[config.mk]
export PLATFORM = sky130hd
export DESIGN_NAME = uart_cmd_bridge
export DESIGN_NICKNAME = d
export VERILOG_FILES = /design/src/rtl/uart_cmd_pkg.sv /design/src/rtl/uart_cmd_timeout.sv /design/src/rtl/uart_cmd_bridge.sv
export SDC_FILE = /design/constraint.sdc
export NUM_CORES = 1
export LEC_CHECK = 0
export CAP_MARGIN = 15
export CORE_MARGIN = 10
export CORE_UTILIZATION = 43
export DETAILED_ROUTE_END_ITERATION = 10
export PLACE_DENSITY = 0.67
export SYNTH_ARGS = -nofsm -noshare
export SYNTH_HDL_FRONTEND = slang
export SYNTH_SLANG_ARGS = --single-unit
[constraint.sdc]
create_clock -name clk -period 6.3 [get_ports clk]
set_clock_uncertainty 0.15 [all_clocks]
set_input_delay 0.945 -clock clk [delete_from_list [all_inputs] [get_ports clk]]
set_output_delay 0.945 -clock clk [all_outputs]
set_load 0.05 [all_outputs]
[src/rtl/uart_cmd_pkg.sv]
// Shared definitions for the UART command bridge: FSM states, opcodes,
// response codes and a small opcode-decode helper.
package uart_cmd_pkg;

  // Parser states; CHK is only reachable when UART_CMD_CHKSUM_EN is defined
  typedef enum logic [2:0] {
    ST_IDLE,
    ST_CMD,
    ST_ADDR,
    ST_DATA,
    ST_CHK,
    ST_EXEC,
    ST_RD_WAIT,
    ST_RESP
  } state_t;

  localparam logic [7:0] CMD_WR  = 8'h01;
  localparam logic [7:0] CMD_RD  = 8'h02;
  localparam logic [7:0] RSP_ACK = 8'h06;
  localparam logic [7:0] RSP_NAK = 8'h15;

  // True for the only two opcodes the bridge understands
  function automatic logic is_valid_cmd(input logic [7:0] cmd);
    return (cmd == CMD_WR) || (cmd == CMD_RD);
  endfunction

endpackage

[src/rtl/uart_cmd_timeout.sv]
// Inter-byte idle timer for the command parser. Counts up while enabled,
// clears on request and raises tc once TIMEOUT_CYC-1 is reached; it then
// holds there so the count can never wrap.
module uart_cmd_timeout #(
  parameter int TIMEOUT_CYC = 500000
) (
  input  logic clk,
  input  logic rst,
  input  logic clr,
  input  logic inc,
  output logic tc
);

  localparam int CNT_W = (TIMEOUT_CYC > 2) ? $clog2(TIMEOUT_CYC) : 1;
  localparam logic [CNT_W-1:0] LAST = CNT_W'(TIMEOUT_CYC - 1);

  logic [CNT_W-1:0] cnt;

  assign tc = (cnt == LAST);

  // Clear has priority; otherwise count idle cycles up to the terminal value
  always_ff @(posedge clk or posedge rst) begin
    if (rst) begin
      cnt <= '0;
    end else if (clr) begin
      cnt <= '0;
    end else if (inc && !tc) begin
      cnt <= cnt + 1'b1;
    end
  end

endmodule

[src/rtl/uart_cmd_bridge.sv]
// UART register-access bridge: pops framed commands (SYNC, CMD, ADDR,
// [DATA], [CHK]) from the RX FIFO, performs one local-bus read or write and
// pushes a single response byte to the TX FIFO.
// Optional feature macro: UART_CMD_CHKSUM_EN adds a trailing XOR checksum
// byte that must match CMD ^ ADDR [^ DATA] before the bus access happens.
module uart_cmd_bridge #(
  parameter logic [7:0] SYNC_BYTE   = 8'hA5,
  parameter int         TIMEOUT_CYC = 500000
) (
  input  logic       clk,
  input  logic       rst,
  input  logic       rx_empty,
  input  logic [7:0] r_data,
  output logic       rd_uart,
  input  logic       tx_full,
  output logic       wr_uart,
  output logic [7:0] w_data,
  output logic       reg_we,
  output logic       reg_re,
  output logic [7:0] reg_addr,
  output logic [7:0] reg_wdata,
  input  logic [7:0] reg_rdata,
  output logic [7:0] err_cnt
);

  import uart_cmd_pkg::*;

  state_t     state;
  state_t     next_state;
  logic [7:0] cmd_q;
  logic [7:0] resp_q;
  logic       err_inc;
  logic       resp_nak;
  logic       in_parse;
  logic       can_pop;
  logic       to_hit;
`ifdef UART_CMD_CHKSUM_EN
  logic [7:0] chk_acc;
`endif

  // Byte-collecting states after the sync byte; only these can time out
  assign in_parse = (state == ST_CMD) || (state == ST_ADDR) ||
                    (state == ST_DATA) || (state == ST_CHK);

  // Popping is suppressed while reset is held so queued bytes survive it
  assign can_pop = !rx_empty && !rst;

  assign w_data = resp_q;

  uart_cmd_timeout #(
    .TIMEOUT_CYC(TIMEOUT_CYC)
  ) u_timeout (
    .clk(clk),
    .rst(rst),
    .clr(rd_uart || !in_parse),
    .inc(in_parse && rx_empty),
    .tc (to_hit)
  );

  // State register
  always_ff @(posedge clk or posedge rst) begin
    if (rst) begin
      state <= ST_IDLE;
    end else begin
      state <= next_state;
    end
  end

  // Next-state decode plus the single-cycle pop/push/bus strobes
  always_comb begin
    next_state = state;
    rd_uart    = 1'b0;
    wr_uart    = 1'b0;
    reg_we     = 1'b0;
    reg_re     = 1'b0;
    err_inc    = 1'b0;
    resp_nak   = 1'b0;
    case (state)
      ST_IDLE: begin
        if (can_pop) begin
          rd_uart = 1'b1;
          if (r_data == SYNC_BYTE) begin
            next_state = ST_CMD;
          end
        end
      end
      ST_CMD: begin
        if (can_pop) begin
          rd_uart = 1'b1;
          if (is_valid_cmd(r_data)) begin
            next_state = ST_ADDR;
          end else begin
            next_state = ST_RESP;
            err_inc    = 1'b1;
            resp_nak   = 1'b1;
          end
        end
      end
      ST_ADDR: begin
        if (can_pop) begin
          rd_uart = 1'b1;
          if (cmd_q == CMD_WR) begin
            next_state = ST_DATA;
          end else begin
`ifdef UART_CMD_CHKSUM_EN
            next_state = ST_CHK;
`else
            next_state = ST_EXEC;
`endif
          end
        end
      end
      ST_DATA: begin
        if (can_pop) begin
          rd_uart = 1'b1;
`ifdef UART_CMD_CHKSUM_EN
          next_state = ST_CHK;
`else
          next_state = ST_EXEC;
`endif
        end
      end
`ifdef UART_CMD_CHKSUM_EN
      ST_CHK: begin
        if (can_pop) begin
          rd_uart = 1'b1;
          if (r_data == chk_acc) begin
            next_state = ST_EXEC;
          end else begin
            next_state = ST_RESP;
            err_inc    = 1'b1;
            resp_nak   = 1'b1;
          end
        end
      end
`endif
      ST_EXEC: begin
        reg_we     = (cmd_q == CMD_WR);
        reg_re     = (cmd_q == CMD_RD);
        next_state = (cmd_q == CMD_WR) ? ST_RESP : ST_RD_WAIT;
      end
      ST_RD_WAIT: begin
        next_state = ST_RESP;
      end
      ST_RESP: begin
        if (!tx_full) begin
          wr_uart    = 1'b1;
          next_state = ST_IDLE;
        end
      end
      default: begin
        next_state = ST_IDLE;
      end
    endcase
    if (in_parse && rx_empty && to_hit) begin
      next_state = ST_IDLE;
      err_inc    = 1'b1;
    end
  end

  // Frame fields, response byte and the saturating error counter
  always_ff @(posedge clk or posedge rst) begin
    if (rst) begin
      cmd_q     <= 8'h00;
      reg_addr  <= 8'h00;
      reg_wdata <= 8'h00;
      resp_q    <= 8'h00;
      err_cnt   <= 8'h00;
    end else begin
      if (rd_uart && (state == ST_CMD)) begin
        cmd_q <= r_data;
      end
      if (rd_uart && (state == ST_ADDR)) begin
        reg_addr <= r_data;
      end
      if (rd_uart && (state == ST_DATA)) begin
        reg_wdata <= r_data;
      end
      if (resp_nak) begin
        resp_q <= RSP_NAK;
      end else if ((state == ST_EXEC) && (cmd_q == CMD_WR)) begin
        resp_q <= RSP_ACK;
      end else if (state == ST_RD_WAIT) begin
        resp_q <= reg_rdata;
      end
      if (err_inc && (err_cnt != 8'hFF)) begin
        err_cnt <= err_cnt + 8'd1;
      end
    end
  end

`ifdef UART_CMD_CHKSUM_EN
  // Running XOR of CMD, ADDR and DATA, restarted by each CMD byte
  always_ff @(posedge clk or posedge rst) begin
    if (rst) begin
      chk_acc <= 8'h00;
    end else if (rd_uart && (state == ST_CMD)) begin
      chk_acc <= r_data;
    end else if (rd_uart && ((state == ST_ADDR) || (state == ST_DATA))) begin
      chk_acc <= chk_acc ^ r_data;
    end
  end
`endif

endmodule

==> impl_metrics.yaml, run 1 <==
finish:
  final_core_util: 0.5654
  diodes: 0
  finalNetCount: 366
  design_area_sq_um: 3884
  layout-drive-gt1-share: 0.1576
  instances_no_fill: 445
  area_growth_pct: 26.38
clock_network:
  htree_levels: 3
  clk_path_buf_depth: 2
  clk_latency_ns: 0.34
  cts_hold_buf: 0
  cts-root-buf: "clkbuf_8"
  cts_tree: "yes"
  post_cts_buffers: 0
  ctsResizeCount: 0
  clkTransAtPathRegs_ns: 0.07
  clock_sinks: 62
  cts_buffers: 9
synth:
  syn-mean-instance-area_sq_um: 10.74
  synth_ff_type: "dfrtp_1"
  syn_nets: 308
  synthesis.area_sq_um: 3073
  synth_cell_types: 54
  yosys.area.top_type: "dfrtp_1"
  async_flop_share: 1.000
  synth_top_cell_area_share: 0.5049
  synth_edf_count: 0
  synth.most_common_cell: "dfrtp_1"
  seq_area_frac_synth: 0.5049
  yosysWarningCount: 0
  ys_seq_elements: 62
  synthCells: 286
  ys_top_cells_by_count: "dfrtp_1 (62), mux2_2 (24), nand2_1 (21)"
  yosys-top-cells-area: "dfrtp_1 (50%), mux2_2 (8.8%), xor2_1 (2.9%)"
worst_setup_path:
  worstSetupPathType: "input pin to output pin"
  worstPathMaxFanout: 8
  reg2reg_depth: 5
  end_kind: "output pin"
  required_ns: 5.20
  worstPathArrival_ns: 2.70
  rr_startpoint: "state[0]$_DFFE_PP0P_"
  start_kind: "input pin"
  rr_endpoint: "err_cnt[1]$_DFFE_PP0P_"
  r2r_slack_ns: 3.71
place:
  dp_hpwl_mm: 5.287
  gp_congestion: 0.8130
  dp_slack_ns: 2.544
  portBuffers: 55
  dp.cells: 429
  place_area_sq_um: 3701
global_routing:
  overflow: 0
  grt_pass1_wl_mm: 12.34
  grt_max_degree: 34
  grt_usage: 0.1373
  antenna_found_initial: 0
  first_global_vias: 2478
min_path:
  hold_class: "flop to flop"
  holdCritStartpoint: "reg_wdata[7]$_DFFE_PP0P_"
  holdPathEnd: "reg_wdata[7]$_DFFE_PP0P_"
  min_path_cells: 1
routing:
  viasPerCell: 5.427
  ant_nets: 0
  post_drt_wl_per_cell_microns: 16.23
  firstDrtPassIters: 4
  drt_iter0_drc: 94
  vias: 2415
  drc: 0
  wl_mm: 7.224
floorplanning:
  die_area_sq_um: 10930
  io_pins: 56
  core_sq_um: 6869
  start_util: 0.4474
  die_y_microns: 104.5
  num_rows: 30
  die_x_microns: 104.5
sta:
  max-slew-margin-rel: 0.5053
  period_needed_ns: 3.791
  max_freq_mhz: 263.8
  fin_crit_sh: 0.6018
  finalHoldViolCount: 0
  rsz0062_at_grt: "no"
  setup_ws_ns: 2.509
  setup_viol: 0
  tns_ns: 0
  tightest_slew_ns: 0.7364
  report.final.slew_viol_count: 0
power:
  vdd_drop_max_v: 0.0002979
  power.density_nw_per_um2: 459.0
  power.leakage_nw: 1.559
job:
  drv_cap: 0
status:
  outcome: "complete, no violations"
registers in the layout, indices dropped and copies added (netlist names):
register and flops:
u_timeout.cnt 19, cmd_q 8, err_cnt 8, reg_addr 8
reg_wdata 8, w_data 8, state 3
cells by family (layout without fill, tap and decap cells):
group | after synthesis | after routing | synth area share
XOR/XNOR | 12 | 12 | 0.03420
AND/OR/NAND/NOR | 109 | 109 | 0.1999
adder cells (fa/ha/maj) | 2 | 2 | 0.008142
AO/OA/AOI/OAI | 58 | 58 | 0.1291
buffers and inverters | 16 | 79 | 0.02484
multiplexers | 27 | 27 | 0.09894
flip-flops | 62 | 62 | 0.5049
where the power goes:
group          internal, W  switching [W]  total (W)
logic             0.000301       0.000530   0.000832
registers         0.000524       0.000107   0.000630
clock network     0.000156       0.000165   0.000321
worst max-delay path by stage:
stage,cells past startpoint,slack (ns),start,endpoint
floorplan,1,3.10,tx_full,wr_uart
global placement,3,2.55,rx_empty,rd_uart
detailed placement,3,2.54,rx_empty,rd_uart
global route,3,2.41,rx_empty,rd_uart
CTS,3,2.53,rx_empty,rd_uart
finish,3,2.51,rx_empty,rd_uart
cells in the final DEF, fill, tap and decap left out, types with 2 or more instances in the layout:
cell             instances
dfrtp_1                 62
clkdlybuf4s50_1         55
mux2_2                  24
nand2_1                 21
nor2_1                  19
nand3_1                 15
a21oi_1                 13
nand4_1                 11
xor2_1                  10
clkbuf_8                10
o21ai_0                  9
or3_1                    7
o211ai_1                 7
nor3_1                   6
inv_1                    5
nand2b_1                 5
o21ai_1                  5
a22oi_1                  4
nor2b_1                  3
and4_1                   3
mux2_1                   3
o31ai_1                  3
nor3_4                   2
and3_1                   2
nor4_1                   2
nor4b_1                  2
o2111ai_1                2
inv_2                    2
o22ai_1                  2
o21a_1                   2
xnor2_1                  2
or4_1                    2
a221o_1                  2
ha_1                     2
clkinv_2                 2
inv_6                    2
clkinv_4                 2
routing by layer:
metal	vias up	share of wire	track usage
met5	-	0	0
met3	11	0.074	0.06450
li1	1179	-	-
met2	55	0.46	0.2122
met1	1170	0.45	0.1624
met4	0	0.013	0.05268
per-stage QoR:
| stage | total power (W) | hold slack (ns) |
|---|---|---|
| after detailed placement | 0.001473 | 0.3437 |
| after CTS | 0.001804 | 0.3627 |
| after global placement | 0.001465 | 0.3359 |
| final | 0.001783 | 0.3566 |
| after floorplan | 0.001202 | 0.3298 |
| after global routing | 0.001891 | 0.3821 |
layout make-up:
class	count	area (sq um)
clock buffers	10	137.6
fillers	617	2985
inverters	7	26.28
well taps	96	120.1
flip-flops and latches	62	1551
multi-input cells	208	1445
repair buffers	56	558.0
clock inverters	6	45.04
critical path, cell delays in order:
cell and delay [ns]:
clkdlybuf4s50_1 0.60, nor3_4 0.27, clkdlybuf4s50_1 0.88
Note: power is estimated with default switching activity, not from simulation.
==> run 2, diff against run 1 <==
- clock period: 6.3 -> 3.9 ns (I/O delays scaled with it)
==> impl_metrics.yaml, run 2 (same netlist as run 1, synthesis figures left out) <==
clock_network:
  cts_hold_buf: 0
  cts-root-buf: "clkbuf_8"
  htree_levels: 3
  clkTransAtPathRegs_ns: 0.08
  ctsResizeCount: 0
  cts_tree: "yes"
  clk_latency_ns: 0.35
  clk_path_buf_depth: 2
  post_cts_buffers: 0
  cts_buffers: 9
  clock_sinks: 62
worst_setup_path:
  start_kind: "flop"
  cp-endpoint: "reg_we"
  reg2reg_depth: 5
  end_kind: "output pin"
  rr_endpoint: "err_cnt[1]$_DFFE_PP0P_"
  rr_startpoint: "state[0]$_DFFE_PP0P_"
  crit_chain: "nor4_1, nand2_1, nor2_1, clkdlybuf4s50_1"
  cp_num_buf_inv: 1
  crit_path_max_incr_delay_ns: 0.82
  required_ns: 3.16
  cp_slowest_cell: "clkdlybuf4s50_1"
  worstPathArrival_ns: 2.51
  startpoint: "cmd_q[5]$_DFFE_PP0P_"
  worstPathMaxFanout: 4
  worstSetupPathType: "flop to output pin"
  r2r_slack_ns: 1.40
  worst-path-stages: 4
  critPathTopFamily: "simple AND/OR/NAND/NOR gates"
global_routing:
  grt_usage: 0.1385
  overflow: 0
  first_global_vias: 2493
  grt_max_degree: 40
  grt_pass1_wl_mm: 12.52
  antenna_found_initial: 0
sta:
  tightest_slew_ns: 0.6510
  report.final.slew_viol_count: 0
  setup_viol: 0
  fin_crit_sh: 0.8326
  rsz0062_at_grt: "no"
  period_needed_ns: 3.247
  fin_hold_ws_ns: 0.3581
  max-slew-margin-rel: 0.5620
  setup_ws_ns: 0.6527
  finalHoldViolCount: 0
  tns_ns: 0
  max_freq_mhz: 307.9
floorplanning:
  num_rows: 30
  die_x_microns: 104.5
  io_pins: 56
  core_sq_um: 6869
  die_area_sq_um: 10930
  start_util: 0.4474
  die_y_microns: 104.5
finish:
  layout-drive-gt1-share: 0.1624
  area_growth_pct: 27.40
  most-common-layout-cells: "dfrtp_1 (62), clkdlybuf4s50_1 (55), mux2_2 (24), nand2_1 (21), nor2_1 (19)"
  max_flop_register: "u_timeout.cnt"
  instances_no_fill: 447
  finalNetCount: 368
  diodes: 0
  largest_reg_flops: 19
  final_common_cell: "dfrtp_1"
status:
  outcome: "complete, no violations"
routing:
  drc: 0
  vias: 2423
  post_drt_wl_per_cell_microns: 16.13
  wl_mm: 7.208
  firstDrtPassIters: 4
  ant_nets: 0
  viasPerCell: 5.421
  drt_iter0_drc: 67
power:
  power.leakage_nw: 1.570
  vdd_drop_max_v: 0.0004710
  power.density_nw_per_um2: 739.0
min_path:
  hold_class: "flop to flop"
job:
  drv_cap: 0
place:
  dp_hpwl_mm: 5.258
  portBuffers: 55
  dp.cells: 431
  gp_congestion: 0.8762
  dp_slack_ns: 0.8734
run 2: cell types whose count changed in the layout (fill, tap and decap cells not counted), sizes merged:
| cell | change |
|---|---|
| inv | +2 |
| clkinvlp | +1 |
| buf | +2 |
| clkinv | -2 |
| clkbuf | -1 |
run 2: worst min path at each step:
stage / cells past startpoint / startpoint / slack, ns / endpoint
after floorplan: 1 / cmd_q[5]$_DFFE_PP0P_ / 0.33 / cmd_q[5]$_DFFE_PP0P_
after global placement: 1 / reg_wdata[4]$_DFFE_PP0P_ / 0.34 / reg_wdata[4]$_DFFE_PP0P_
after detailed placement: 2 / w_data[2]$_DFFE_PP0P_ / 0.34 / w_data[2]$_DFFE_PP0P_
after CTS: 1 / reg_wdata[6]$_DFFE_PP0P_ / 0.36 / reg_wdata[6]$_DFFE_PP0P_
after global routing: 1 / cmd_q[6]$_DFFE_PP0P_ / 0.37 / cmd_q[6]$_DFFE_PP0P_
final: 1 / reg_wdata[6]$_DFFE_PP0P_ / 0.36 / reg_wdata[6]$_DFFE_PP0P_
run 2: cell type report:
type / count / area (sq um)
Multi-Input combinational cell: 208 / 1445
Tap cell: 96 / 120.1
Timing Repair Buffer: 58 / 585.6
Inverter: 7 / 26.28
Fill cell: 591 / 2954
Sequential cell: 62 / 1551
Clock buffer: 9 / 123.9
Clock inverter: 7 / 62.56
run 2: per-layer routing:
metal | vias up | share of wire | global-route usage | wire, microns
li1 | 1194 | - | - | -
met1 | 1175 | 0.44 | 0.1633 | 3204
met2 | 44 | 0.48 | 0.2193 | 3427
met3 | 10 | 0.068 | 0.06081 | 487
met4 | 0 | 0.012 | 0.04970 | 89
met5 | - | 0 | 0 | 0
run 2: through the flow:
| stage | instance area [sq um] | utilization | power [W] |
|---|---|---|---|
| 2_1_floorplan | 3073 | - | 0.001941 |
| 3_3_place_gp | 3729 | 0.5428 | 0.002369 |
| 3_5_place_dp | 3729 | 0.5428 | 0.002386 |
| 4_1_cts | 3915 | 0.5699 | 0.002931 |
| 5_1_grt | 3915 | 0.5699 | 0.003078 |
| 6_report | 3915 | 0.5699 | 0.002893 |
run 2: worst register-to-register path: stages, from the launching register on:
cell      delay [ns]
dfrtp_1         0.57
nor2b_1         0.46
nand2_2         0.28
a31o_2          0.36
a21boi_2        0.24
mux2_1          0.34
run 2: where the power goes:
part / internal [W] / total [W] / switching, W / leakage, nW
Combinational: 0.000497 / 0.00135 / 0.000855 / 0.685
Clock: 0.000243 / 0.000529 / 0.000286 / 0.0927
Sequential: 0.000846 / 0.00101 / 0.000166 / 0.792
Total: 0.00159 / 0.00289 / 0.00131 / 1.57
==> patch: new RTL, flow settings as in run 2 <==
`TIMEOUT_CYC` is set to 500000 in 2 places; all go to 2000000.
--- a/src/rtl/uart_cmd_timeout.sv
+++ b/src/rtl/uart_cmd_timeout.sv
@@ -2,7 +2,7 @@
 // clears on request and raises tc once TIMEOUT_CYC-1 is reached; it then
 // holds there so the count can never wrap.
 module uart_cmd_timeout #(
-  parameter int TIMEOUT_CYC = 500000
+  parameter int TIMEOUT_CYC = 2000000
 ) (
   input  logic clk,
   input  logic rst,
--- a/src/rtl/uart_cmd_bridge.sv
+++ b/src/rtl/uart_cmd_bridge.sv
@@ -5,7 +5,7 @@
 // byte that must match CMD ^ ADDR [^ DATA] before the bus access happens.
 module uart_cmd_bridge #(
   parameter logic [7:0] SYNC_BYTE   = 8'hA5,
-  parameter int         TIMEOUT_CYC = 500000
+  parameter int         TIMEOUT_CYC = 2000000
 ) (
   input  logic       clk,
   input  logic       rst,
Check against the original RTL: same outputs for any inputs over 10 cycles, from zero or initial values and one cycle with rst high; that may be too few to reach the edited logic, so the function may still have changed.
==> patch against run 2 <==
- global-route usage is 1.1 points lower
- wire length is 3.9% lower
- area after synthesis is 2.4% higher
- synthesized cell count is 0.70% lower
- sequential cell count is 2 higher
- critical path depth is 1 higher
- register-to-register slack worse by 430 ps
- design area is 2.6% higher
- setup slack worse by 310 ps
- non-clock buffer count stayed put
- clock power is 9.6% higher
- power is 2.7% higher
- largest power group unchanged
==> patch: results <==
set metrics [dict create \
    status "finished clean" \
    clkLatencyLatePin_ps 340 \
    mux_contribution_to_synthesized_area 0.135 \
    clock_tree.htree_level_count 3 \
    setup.worst_path.start "cmd_q[7]" \
    power.ir.vdd_worst_v 0.000458 \
    final_cell_area_sq_um 4020 \
    p_clk_frac 0.195 \
    placement.setup.worst_slack_ps 708 \
    ctsLongestPathBuffers 2 \
    grt_util_all_layers 0.128 \
    tightest_slew_ps 1060 \
    setup_slack_on_the_worst_flop_to_flop_path_ps 970 \
    placed_cells 433 \
    via_count 2434 \
    synth_xor_area_frac 0.0417 \
    worstReg2RegStart "state[2]" \
    power_leakage_nw 1.73 \
    synth.yosys.seq_area_share 0.509 \
    time_the_worst_path_needs_with_i_o_delays_and_setup_ps 3560 \
    gate_count_of_the_mapped_netlist 284 \
    synth_top_cells_by_count "64 x sky130_fd_sc_hd__dfrtp_1, 26 x sky130_fd_sc_hd__mux2_2, 24 x sky130_fd_sc_hd__nor2_1" \
    path_max_fanout 5 \
    ranking_of_synthesized_cells_by_area "sky130_fd_sc_hd__dfrtp_1 51%, sky130_fd_sc_hd__mux2_2 9.3%, sky130_fd_sc_hd__mux2i_1 3.8%" \
    setup.worst_path.end "reg_we" \
    yosys_warnings 0 \
    drive_above_1_share 0.149 \
    globalplace.congestion 0.821 \
    cts_root_buf "sky130_fd_sc_hd__clkbuf_8" \
    fillerInstances 640 \
    route.detailed.wl_per_inst_um 15.4 \
    number_of_antenna_violations_at_the_first_check_in_global_routing 0 \
    yosys.area_share.adder 0.00795 \
    synth.lib_cells_used.distinct 47 \
    regToRegEndpoint "err_cnt[6]" \
    vias_per_cell 5.42 \
    nNetsFinal 367 \
    largest_reg_flops 21 \
    synthesis.nets 306 \
    cts.repair.resized 0 \
    power_per_cell_area_nw_per_um2 740 \
    dp_hpwl_um 5110 \
    p_seq_frac 0.348 \
    placed_cell_area_sq_um 3810 \
    drt-initial-drc-count 106 \
    setup_viol_count_final 0 \
    post-cts-setup-buffers 0 \
    num_antenna_cells 0 \
    synth_compound_area_frac 0.0890 \
    power.share.switching 0.433 \
    cp_data_arrival_time_ps 2820 \
    grt_pass1_wl_um 11800 \
]
==> patch: worst max-delay path, cell delays in order (launching register included) <==
cell and delay [ps]:
sky130_fd_sc_hd__dfrtp_1 370, sky130_fd_sc_hd__or4_1 520, sky130_fd_sc_hd__nor3_1 340, sky130_fd_sc_hd__nand4_1 270, sky130_fd_sc_hd__inv_1 170, sky130_fd_sc_hd__clkdlybuf4s50_1 820
==> patch: cell families after synthesis <==
kind of cell | count (synthesis)
AND/OR/NAND/NOR | 114
buffers and inverters | 13
flip-flops | 64
AO/OA/AOI/OAI | 37
adder cells (fa/ha/maj) | 2
XOR/XNOR | 15
multiplexers | 39
==> patch: worst min-delay path by stage <==
stage          cells after the start     endpoint  slack, ps        start
6_report                           1   err_cnt[5]        350   err_cnt[5]
5_1_grt                            1  reg_addr[3]        370  reg_addr[3]
4_1_cts                            1   err_cnt[5]        360   err_cnt[5]
3_5_place_dp                       1     cmd_q[5]        340     cmd_q[5]
3_3_place_gp                       1     cmd_q[2]        330     cmd_q[2]
2_1_floorplan                      1     cmd_q[5]        320     cmd_q[5]
==> patch: layer usage <==
layer | wire, um | track usage | share of wire | vias up
met1 | 3290 | 0.168 | 0.48 | 1203
met5 | 0 | 0 | 0 | -
met2 | 3150 | 0.186 | 0.46 | 55
met4 | 92 | 0.0474 | 0.013 | 0
li1 | - | - | - | 1170
met3 | 389 | 0.0493 | 0.056 | 6
==> patch: area by class of cell <==
| type | count | share of cell area |
|---|---|---|
| Sequential cell | 64 | 0.399 |
| Clock buffer | 10 | 0.0343 |
| Timing Repair Buffer | 58 | 0.143 |
| Multi-Input combinational cell | 207 | 0.372 |
| Clock inverter | 6 | 0.0171 |
| Inverter | 5 | 0.00467 |
| Tap cell | 99 | 0.0308 |
